### config.mk
export PLATFORM = sky130hd
export DESIGN_NAME = ysyx_24100006_exe_mem
export DESIGN_NICKNAME = d
export VERILOG_FILES = /design/src/rtl/ysyx_24100006_pkg.sv /design/src/rtl/ysyx_24100006_skid2.sv /design/src/rtl/ysyx_24100006_exe_mem.sv
export SDC_FILE = /design/constraint.sdc
export NUM_CORES = 1
export LEC_CHECK = 0
export BUFFER_PORTS_ARGS = -buffer_cell sky130_fd_sc_hd__buf_4
export CORE_ASPECT_RATIO = 0.5
export CORE_MARGIN = 1
export CORE_UTILIZATION = 53
export CTS_BUF_LIST = sky130_fd_sc_hd__clkbuf_16
export DETAILED_ROUTE_END_ITERATION = 7
export PLACE_DENSITY = 0.8
export SKIP_CTS_REPAIR_TIMING = 1
export SYNTH_ARGS = -nofsm -noshare
export SYNTH_HDL_FRONTEND = slang
export SYNTH_HIERARCHICAL = 1
export SYNTH_SLANG_ARGS = --single-unit
### constraint.sdc
create_clock -name clk -period 2.2 [get_ports clk]
set_clock_uncertainty 0.1 [all_clocks]
set_input_delay 0.33 -clock clk [delete_from_list [all_inputs] [get_ports clk]]
set_output_delay 0.33 -clock clk [all_outputs]
set_load 0.02 [all_outputs]
### src/rtl/ysyx_24100006_pkg.sv
// Shared types for the EXE->MEM pipeline register.
// Optional feature macro: YSYX_24100006_DEBUG_PC_EN adds a PC field to the payload.
package ysyx_24100006_pkg;

  // sram_read_write encodings
  localparam logic [1:0] SRW_NONE  = 2'b00;
  localparam logic [1:0] SRW_LOAD  = 2'b01;
  localparam logic [1:0] SRW_STORE = 2'b10;

  // Occupancy of the 2-entry skid buffer; also exported as a debug view.
  typedef enum logic [1:0] {
    SKID_EMPTY = 2'd0,
    SKID_ONE   = 2'd1,
    SKID_FULL  = 2'd2
  } skid_state_t;

  // Everything EXEU hands to MEMU in one transfer.
  typedef struct packed {
`ifdef YSYX_24100006_DEBUG_PC_EN
    logic [31:0] pc;
`endif
    logic [31:0] alu_result;
    logic [31:0] wdata_gpr;
    logic [31:0] wdata_csr;
    logic        irq;
    logic        gpr_write;
    logic        csr_write;
    logic        is_break;
    logic [3:0]  irq_no;
    logic [3:0]  gpr_write_addr;
    logic [11:0] csr_write_addr;
    logic [1:0]  gpr_write_rd;
    logic [1:0]  sram_read_write;
    logic [2:0]  mem_mask;
  } exe_mem_payload_t;

  localparam int EXE_MEM_PAYLOAD_W = $bits(exe_mem_payload_t);

endpackage

### src/rtl/ysyx_24100006_skid2.sv
// Generic 2-entry skid buffer. Both in_ready and out_valid come straight from
// flops, so downstream backpressure never reaches the upstream combinationally.
// Handshake: a side transfers on a rising clk edge where valid && ready are both
// high; valid may not depend on ready, and an offered item stays stable until taken.
module ysyx_24100006_skid2
  import ysyx_24100006_pkg::*;
#(
  parameter int W = 8
) (
  input  logic        clk,
  input  logic        rst_n,
  input  logic        in_valid,
  output logic        in_ready,
  input  logic [W-1:0] in_data,
  output logic        out_valid,
  input  logic        out_ready,
  output logic [W-1:0] out_data,
  output skid_state_t state
);

  logic [W-1:0] head;
  logic [W-1:0] skid;
  logic         in_fire;
  logic         out_fire;

  assign in_fire  = in_valid && in_ready;
  assign out_fire = out_valid && out_ready;
  assign out_data = head;

  // Occupancy FSM with registered handshake outputs and slot storage.
  always_ff @(posedge clk or negedge rst_n) begin
    if (!rst_n) begin
      state     <= SKID_EMPTY;
      head      <= '0;
      skid      <= '0;
      in_ready  <= 1'b1;
      out_valid <= 1'b0;
    end else begin
      case (state)
        SKID_EMPTY: begin
          if (in_fire) begin
            head      <= in_data;
            state     <= SKID_ONE;
            out_valid <= 1'b1;
            in_ready  <= 1'b1;
          end
        end
        SKID_ONE: begin
          if (in_fire && out_fire) begin
            head <= in_data;
          end else if (out_fire) begin
            state     <= SKID_EMPTY;
            out_valid <= 1'b0;
            in_ready  <= 1'b1;
          end else if (in_fire) begin
            // Head is stalled: park the in-flight item and close the input.
            skid     <= in_data;
            state    <= SKID_FULL;
            in_ready <= 1'b0;
          end
        end
        SKID_FULL: begin
          if (out_fire) begin
            head     <= skid;
            state    <= SKID_ONE;
            in_ready <= 1'b1;
          end
        end
        default: begin
          state     <= SKID_EMPTY;
          in_ready  <= 1'b1;
          out_valid <= 1'b0;
        end
      endcase
    end
  end

endmodule

### src/rtl/ysyx_24100006_exe_mem.sv
// EXE->MEM pipeline register built on a 2-entry skid buffer, plus MEM-stage
// forwarding / load-use information taken from the head entry.
// Optional feature macro: YSYX_24100006_DEBUG_PC_EN adds pc_M / pc_W.
module ysyx_24100006_exe_mem
  import ysyx_24100006_pkg::*;
(
  input  logic        clk,
  input  logic        reset,
  input  logic        exe_in_valid,
  output logic        exe_in_ready,
  input  logic [31:0] alu_result,
  input  logic [31:0] wdata_gpr_M,
  input  logic [31:0] wdata_csr_M,
  input  logic        irq_M,
  input  logic        Gpr_Write_M,
  input  logic        Csr_Write_M,
  input  logic        is_break_i,
  input  logic [3:0]  irq_no_M,
  input  logic [3:0]  Gpr_Write_Addr_M,
  input  logic [11:0] Csr_Write_Addr_M,
  input  logic [1:0]  Gpr_Write_RD_M,
  input  logic [1:0]  sram_read_write_M,
  input  logic [2:0]  Mem_Mask_M,
`ifdef YSYX_24100006_DEBUG_PC_EN
  input  logic [31:0] pc_M,
  output logic [31:0] pc_W,
`endif
  output logic        mem_out_valid,
  input  logic        mem_out_ready,
  output logic [31:0] alu_result_W,
  output logic [31:0] wdata_gpr_W,
  output logic [31:0] wdata_csr_W,
  output logic        irq_W,
  output logic        Gpr_Write_W,
  output logic        Csr_Write_W,
  output logic        is_break_W,
  output logic [3:0]  irq_no_W,
  output logic [3:0]  Gpr_Write_Addr_W,
  output logic [11:0] Csr_Write_Addr_W,
  output logic [1:0]  Gpr_Write_RD_W,
  output logic [1:0]  sram_read_write_W,
  output logic [2:0]  Mem_Mask_W,
  output logic        mem_is_load,
  output logic        mem_fw_we,
  output logic [3:0]  mem_fw_addr,
  output logic [31:0] mem_fw_data
);

  exe_mem_payload_t in_pl;
  exe_mem_payload_t head_pl;
  skid_state_t      skid_state;
  logic             head_live;

  // Pack the EXE-side fields into one payload word.
  always_comb begin
    in_pl                 = '0;
`ifdef YSYX_24100006_DEBUG_PC_EN
    in_pl.pc              = pc_M;
`endif
    in_pl.alu_result      = alu_result;
    in_pl.wdata_gpr       = wdata_gpr_M;
    in_pl.wdata_csr       = wdata_csr_M;
    in_pl.irq             = irq_M;
    in_pl.gpr_write       = Gpr_Write_M;
    in_pl.csr_write       = Csr_Write_M;
    in_pl.is_break        = is_break_i;
    in_pl.irq_no          = irq_no_M;
    in_pl.gpr_write_addr  = Gpr_Write_Addr_M;
    in_pl.csr_write_addr  = Csr_Write_Addr_M;
    in_pl.gpr_write_rd    = Gpr_Write_RD_M;
    in_pl.sram_read_write = sram_read_write_M;
    in_pl.mem_mask        = Mem_Mask_M;
  end

  ysyx_24100006_skid2 #(
    .W(EXE_MEM_PAYLOAD_W)
  ) u_skid (
    .clk      (clk),
    .rst_n    (reset),
    .in_valid (exe_in_valid),
    .in_ready (exe_in_ready),
    .in_data  (in_pl),
    .out_valid(mem_out_valid),
    .out_ready(mem_out_ready),
    .out_data (head_pl),
    .state    (skid_state)
  );

  // Head occupancy straight from the buffer state; it matches mem_out_valid.
  assign head_live = (skid_state != SKID_EMPTY);

  // Unpack the head entry onto the MEM-side outputs.
  always_comb begin
`ifdef YSYX_24100006_DEBUG_PC_EN
    pc_W              = head_pl.pc;
`endif
    alu_result_W      = head_pl.alu_result;
    wdata_gpr_W       = head_pl.wdata_gpr;
    wdata_csr_W       = head_pl.wdata_csr;
    irq_W             = head_pl.irq;
    Gpr_Write_W       = head_pl.gpr_write;
    Csr_Write_W       = head_pl.csr_write;
    is_break_W        = head_pl.is_break;
    irq_no_W          = head_pl.irq_no;
    Gpr_Write_Addr_W  = head_pl.gpr_write_addr;
    Csr_Write_Addr_W  = head_pl.csr_write_addr;
    Gpr_Write_RD_W    = head_pl.gpr_write_rd;
    sram_read_write_W = head_pl.sram_read_write;
    Mem_Mask_W        = head_pl.mem_mask;
  end

  // Forwarding: an empty stage never reports a hazard.
  always_comb begin
    mem_is_load = head_live && (head_pl.sram_read_write == SRW_LOAD);
    mem_fw_we   = head_live && head_pl.gpr_write;
    mem_fw_addr = head_pl.gpr_write_addr;
    mem_fw_data = head_pl.wdata_gpr;
  end

endmodule

==> metrics.cfg, run 1 <==
[layout]
final_cells = 1446
areaGrowthSynthToFinish_pct = 36.98
fillers = 1278
n_antenna_cell = 0
final_nets = 1269
drive_gt1_frac = 0.6369

[power]
p_sw_frac = 0.2170
finalPower_mw = 9.393
p_sw_mw = 2.039
vdd_drop_max_uv = 460.3
powerDensity_nw_per_um2 = 586.5
power_leakage_nw = 8.216
power_frac_comb = 0.068
p_int_mw = 7.354
p_seq_frac = 0.505
clock_power_share = 0.427

[global_route]
grt_usage = 0.2215
grt.overflow.total = 0
grt_pass1_wl_um = 39530
grt_max_degree = 71
grt_pass1_vias = 7541
antenna_found_initial = 0

[die]
ios = 298
core_sq_um = 21060
fp.dieW_um = 212.0
die_y_um = 107.0
num_rows = 37
start_util = 0.5550
dieArea_sq_um = 22690

[synthesis]
synth_area_leaders = dfrtp_1 55%, mux2_2 34%, mux2_4 3.9%
yosys.area.top_type = dfrtp_1
synth_common_cells = 352 x mux2_2, 257 x dfrtp_1, 39 x buf_4
synth-async-reset-ratio = 1.000
netlist_instances = 744
netlist_area_sq_um = 11690
ys.flop_type = dfrtp_1
ys_ff_latch = 258
ys_seq_area_frac = 0.5523
syn-num-nets = 875
synth_warnings = 6
yosys.area.top_type_share = 0.5501
synth_cell_types = 25
synth_most_common_cell = mux2_2
synth-edff-count = 0
avgSynthCellArea_sq_um = 15.71

[worst_setup_path]
cp-start-kind = register
worst_ep_required_time_ns = 2.51
worstPathMaxFanout = 29
crit_type = reg2reg
rrSetupSlack_ns = 0.15
crit_path_end_kind = register
worst_ep_arrival_time_ns = 2.35

[clocking]
clockBufferDepth = 3
cts_root_buf = clkbuf_16
cts_buffers = 24
cts_tree = done
cts_sinks = 258
htree_num_levels = 1
clk_pin_slew_worst_paths_ns = 0.07
insertion_delay_ns = 0.53

[sta]
relSlewSlack = 0.7191
finalSetupTns_ns = 0
rsz0062_at_grt = false
slew_violations = 0
setup_viol = 0
period_share = 0.9299
fmax_mhz = 488.8
hold_viol_final = 0
min_period_ns = 2.046
tightestPinTransition_ns = 0.4213

[routing]
drc_errors = 0
antenna_left = 0
viasPerCell = 5.142
totalWireLength_um = 27980
wl_per_cell_um = 19.35
num_vias = 7436
drt-initial-drc-count = 362
dr.pass1.iters = 4

[min_path]
hp-class = in2reg

[placement]
place_congestion = 0.7819
io_buffers = 297
dp_hpwl_um = 17220
dpl.cell_count = 1276

[job]
maxCapViolCount = 0

[run_status]
status = finished clean

## area by class of cell
| class | count | area, sq um | area share |
|---|---|---|---|
| tap | 292 | 365.4 | 0.02281 |
| clock inverter | 18 | 135.1 | 0.008438 |
| timing repair buffer | 447 | 3859 | 0.2410 |
| clock buffer | 24 | 600.6 | 0.03750 |
| multi-input combinational | 405 | 4589 | 0.2866 |
| inverter | 2 | 7.507 | 0.0004688 |
| sequential | 258 | 6457 | 0.4032 |
## metrics by stage
| step | utilization | cell area [sq um] | setup WS [ns] | hold slack, ns |
|---|---|---|---|---|
| 2_1_floorplan | - | 11690 | 0.3194 | -0.06559 |
| 3_3_place_gp | 0.6645 | 14000 | 0.2614 | 0.1579 |
| 3_5_place_dp | 0.6645 | 14000 | 0.1896 | 0.1603 |
| 4_1_cts | 0.6994 | 14730 | 0.1594 | -0.4149 |
| 5_1_grt | 0.7603 | 16010 | 0.08286 | 0.03395 |
| 6_report | 0.7603 | 16010 | 0.1543 | 0.04226 |
## final timing paths
kind | startpoint | to | cells past startpoint
min in group asynchronous | reset | u_skid/out_data[116] | 2
max in group asynchronous | reset | u_skid/skid[54] | 3
hold / removal | mem_out_ready | u_skid/out_valid | 3
hold reg to reg | u_skid/skid[8] | u_skid/skid[8] | 1
setup reg to reg | u_skid/state[1] | u_skid/out_data[67] | 5
setup / recovery | u_skid/state[1] | u_skid/out_data[67] | 5
## routing by layer
layer / track usage / routed length (um)
met5: 0 / 0
met4: 0.07712 / 843
met3: 0.05565 / 1093
met2: 0.3770 / 14860
met1: 0.2755 / 11180
## power by group through the flow
stage / combinational [mW] / clock [mW] / sequential, mW
floorplan: 0.109 / 0 / 4.83
CTS: 0.448 / 4.10 / 4.74
global placement: 0.427 / 0 / 4.83
detailed placement: 0.446 / 0 / 4.83
finish: 0.640 / 4.01 / 4.74
global route: 0.696 / 4.30 / 4.74
## state kept, by name, indices dropped and copies added (netlist names)
signal	flops
u_skid/out_data	127
u_skid/skid	127
u_skid/state	2
u_skid/in_ready	1
u_skid/out_valid	1
## cell usage in the layout, fill, tap and decap left out, types with 3 or more instances in the layout
cell,instances
mux2_2,352
buf_4,304
dfrtp_1,257
dlygate4sd3_1,128
mux2_4,30
clkbuf_16,24
buf_12,14
clkinv_1,9
inv_1,6
nand2_1,4
o21ai_0,3
## critical path: stages (launching register included)
cell and delay, ns:
dfrtp_1 0.50, nor2b_4 0.27, buf_12 0.18, buf_12 0.20
mux2_2 0.37, mux2_4 0.26
## logic make-up after synthesis
kind of cell,share of synthesized area
compound gates,0.004388
simple gates,0.008669
flops,0.5523
fa+ha+maj,0.0008562
mux,0.3776
buf+inv,0.05619
(Power assumes the default switching activity.)
==> run 2, diff against run 1 <==
ABC_AREA = 1   (was not set)
==> run 2 against run 1 <==
  * The flow now finishes with violations (hold timing)
  * Routed wire length rose by 5.3%
  * Synthesized cell count rose by 94%
  * Cell count rose by 37%
  * Die area rose by 0.35%
  * Design area fell by 7.8%
  * Sequential power barely moved
  * Non-clock buffer count fell by 109
  * Utilization fell by 7.9 points
  * Critical path type unchanged
  * Critical endpoint is now u_skid/out_data[107]
==> metrics.cfg, run 2 <==
[run_status]
status = finished with violations
violations = hold timing

[die]
num_rows = 38
dieArea_sq_um = 22770
start_util = 0.5411
ios = 298
fp.dieW_um = 212.4
core_sq_um = 21680
die_y_um = 107.2

[routing]
totalWireLength_um = 29470
dr.pass1.iters = 5
route.met3.wl_um = 1830
top_layer_used = met4
drt-initial-drc-count = 852
wl_per_cell_um = 14.82
antenna_left = 0
viasPerCell = 5.171
wl_met1_um = 12440
drc_errors = 0
wl_met2_um = 14380
num_vias = 10279

[synthesis]
synth_cell_types = 17
ys_ff_latch = 258
yosys.area.top_type_share = 0.5481
synth_warnings = 6
netlist_area_sq_um = 11730
avgSynthCellArea_sq_um = 8.108
synth_common_cells = 401 x nand2_1, 257 x dfrtp_1, 133 x nor2_1
synth_area_leaders = dfrtp_1 55%, nand2_1 13%, nand3_1 5.5%
syn-num-nets = 1578
ys.flop_type = dfrtp_1
synth_most_common_cell = nand2_1
synth-edff-count = 0
netlist_instances = 1447
ys_seq_area_frac = 0.5504
synth-async-reset-ratio = 1.000
yosys.area.top_type = dfrtp_1

[layout]
final_area_sq_um = 14770
areaGrowthSynthToFinish_pct = 25.88
drive_gt1_frac = 0.2133
mostFrequentLayoutCells = 398 x nand2_1, 306 x buf_4, 257 x dfrtp_1
n_antenna_cell = 0
final_cells = 1988
multiInputGateArea_sq_um = 3985
final_common_cell = nand2_1
final_nets = 1807
fillers = 1757
regArea_sq_um = 6457

[clocking]
cts_sinks = 258
cts_buffers = 23
clockBufferDepth = 3
insertion_delay_ns = 0.50
cts_tree = done
cts_root_buf = clkbuf_16
htree_num_levels = 1
clk_pin_slew_worst_paths_ns = 0.07

[power]
powerDensity_nw_per_um2 = 609.3
power_leakage_nw = 7.795
vdd_drop_max_uv = 438.6

[sta]
hold_viol_final = 9
period_share = 0.9027
fmax_mhz = 503.6
relSlewSlack = 0.5976
rsz0062_at_grt = false
tightestPinTransition_ns = 0.6036
min_period_ns = 1.986
slew_violations = 0
setup_viol = 0
finalSetupTns_ns = 0
setup_slack_ns = 0.2141
timing.hold.ws_ns = -0.008621

[global_route]
antenna_found_initial = 0
grt_usage = 0.2557
grt_pass1_wl_um = 47320
grt_max_degree = 115
grt_pass1_vias = 9905
grt.overflow.total = 0

[worst_setup_path]
crit_type = reg2reg
worstPathMaxFanout = 54
worst_ep_arrival_time_ns = 2.32
crit_path_end_kind = register
cp-start-kind = register
worst_ep_required_time_ns = 2.53

[placement]
pre_cts_ws_ns = 0.1996
dpl.cell_count = 1934
io_buffers = 297
placed_cell_area_sq_um = 13910
place_congestion = 0.8109
dp_hpwl_um = 19450

[job]
maxCapViolCount = 0

[min_path]
hp-class = in2reg

run 2: logic make-up (layout without fill, tap and decap cells):
logic type | Yosys count | count (layout) | synth area share
buffers and inverters | 267 | 508 | 0.1129
and+or+nand+nor | 667 | 667 | 0.2279
AOI/OAI and AO/OA | 255 | 255 | 0.1088
DFF | 258 | 258 | 0.5504
run 2: metal layers:
| layer | track usage | vias to the layer above |
|---|---|---|
| li1 | - | 4966 |
| met1 | 0.3394 | 4892 |
| met2 | 0.4365 | 361 |
| met3 | 0.03837 | 60 |
| met4 | 0.07554 | 0 |
| met5 | 0 | - |
run 2: through the flow:
stage | hold slack, ns | power, mW | util
5_1_grt | -0.002034 | 9.329 | 0.6812
2_1_floorplan | -0.06559 | 4.951 | -
4_1_cts | -0.3489 | 9.076 | 0.6734
3_3_place_gp | 0.1794 | 5.267 | 0.6417
3_5_place_dp | 0.1819 | 5.276 | 0.6417
6_report | -0.008621 | 8.999 | 0.6812
run 2: layout make-up:
type,count,share of cell area
flip-flops and latches,258,0.4372
multi-input cells,922,0.2698
repair buffers,338,0.1871
clock buffers,23,0.03897
inverters,133,0.03397
well taps,300,0.02542
clock inverters,14,0.007540
run 2: final timing paths:
| check | endpoint | from | cells past startpoint | slack, ns |
|---|---|---|---|---|
| setup / recovery | u_skid/out_data[107] | u_skid/out_valid | 8 | 0.21 |
| hold / removal | u_skid/skid[93] | wdata_gpr_M[30] | 3 | -0.009 |
| setup reg to reg | u_skid/out_data[107] | u_skid/out_valid | 8 | 0.21 |
| hold reg to reg | u_skid/out_data[53] | u_skid/out_data[53] | 2 | 0.38 |
| max in group asynchronous | u_skid/out_data[67] | reset | 3 | 1.04 |
| min in group asynchronous | u_skid/out_data[61] | reset | 2 | 0.24 |
run 2: critical path, stage by stage (launching register included):
cell and delay, ns:
dfrtp_1 0.39, nand2_1 0.21, nand3_1 0.15, nand2_1 0.15, inv_4 0.06, nand2_4 0.10, buf_4 0.50, nand2_1 0.13
nand2_1 0.10
run 2: power by group:
part | internal (mW) | total, mW | switching (mW)
clock | 2.12 | 3.79 | 1.67
sequential | 4.74 | 4.74 | 0
combinational | 0.232 | 0.464 | 0.232
total | 7.09 | 9.00 | 1.91
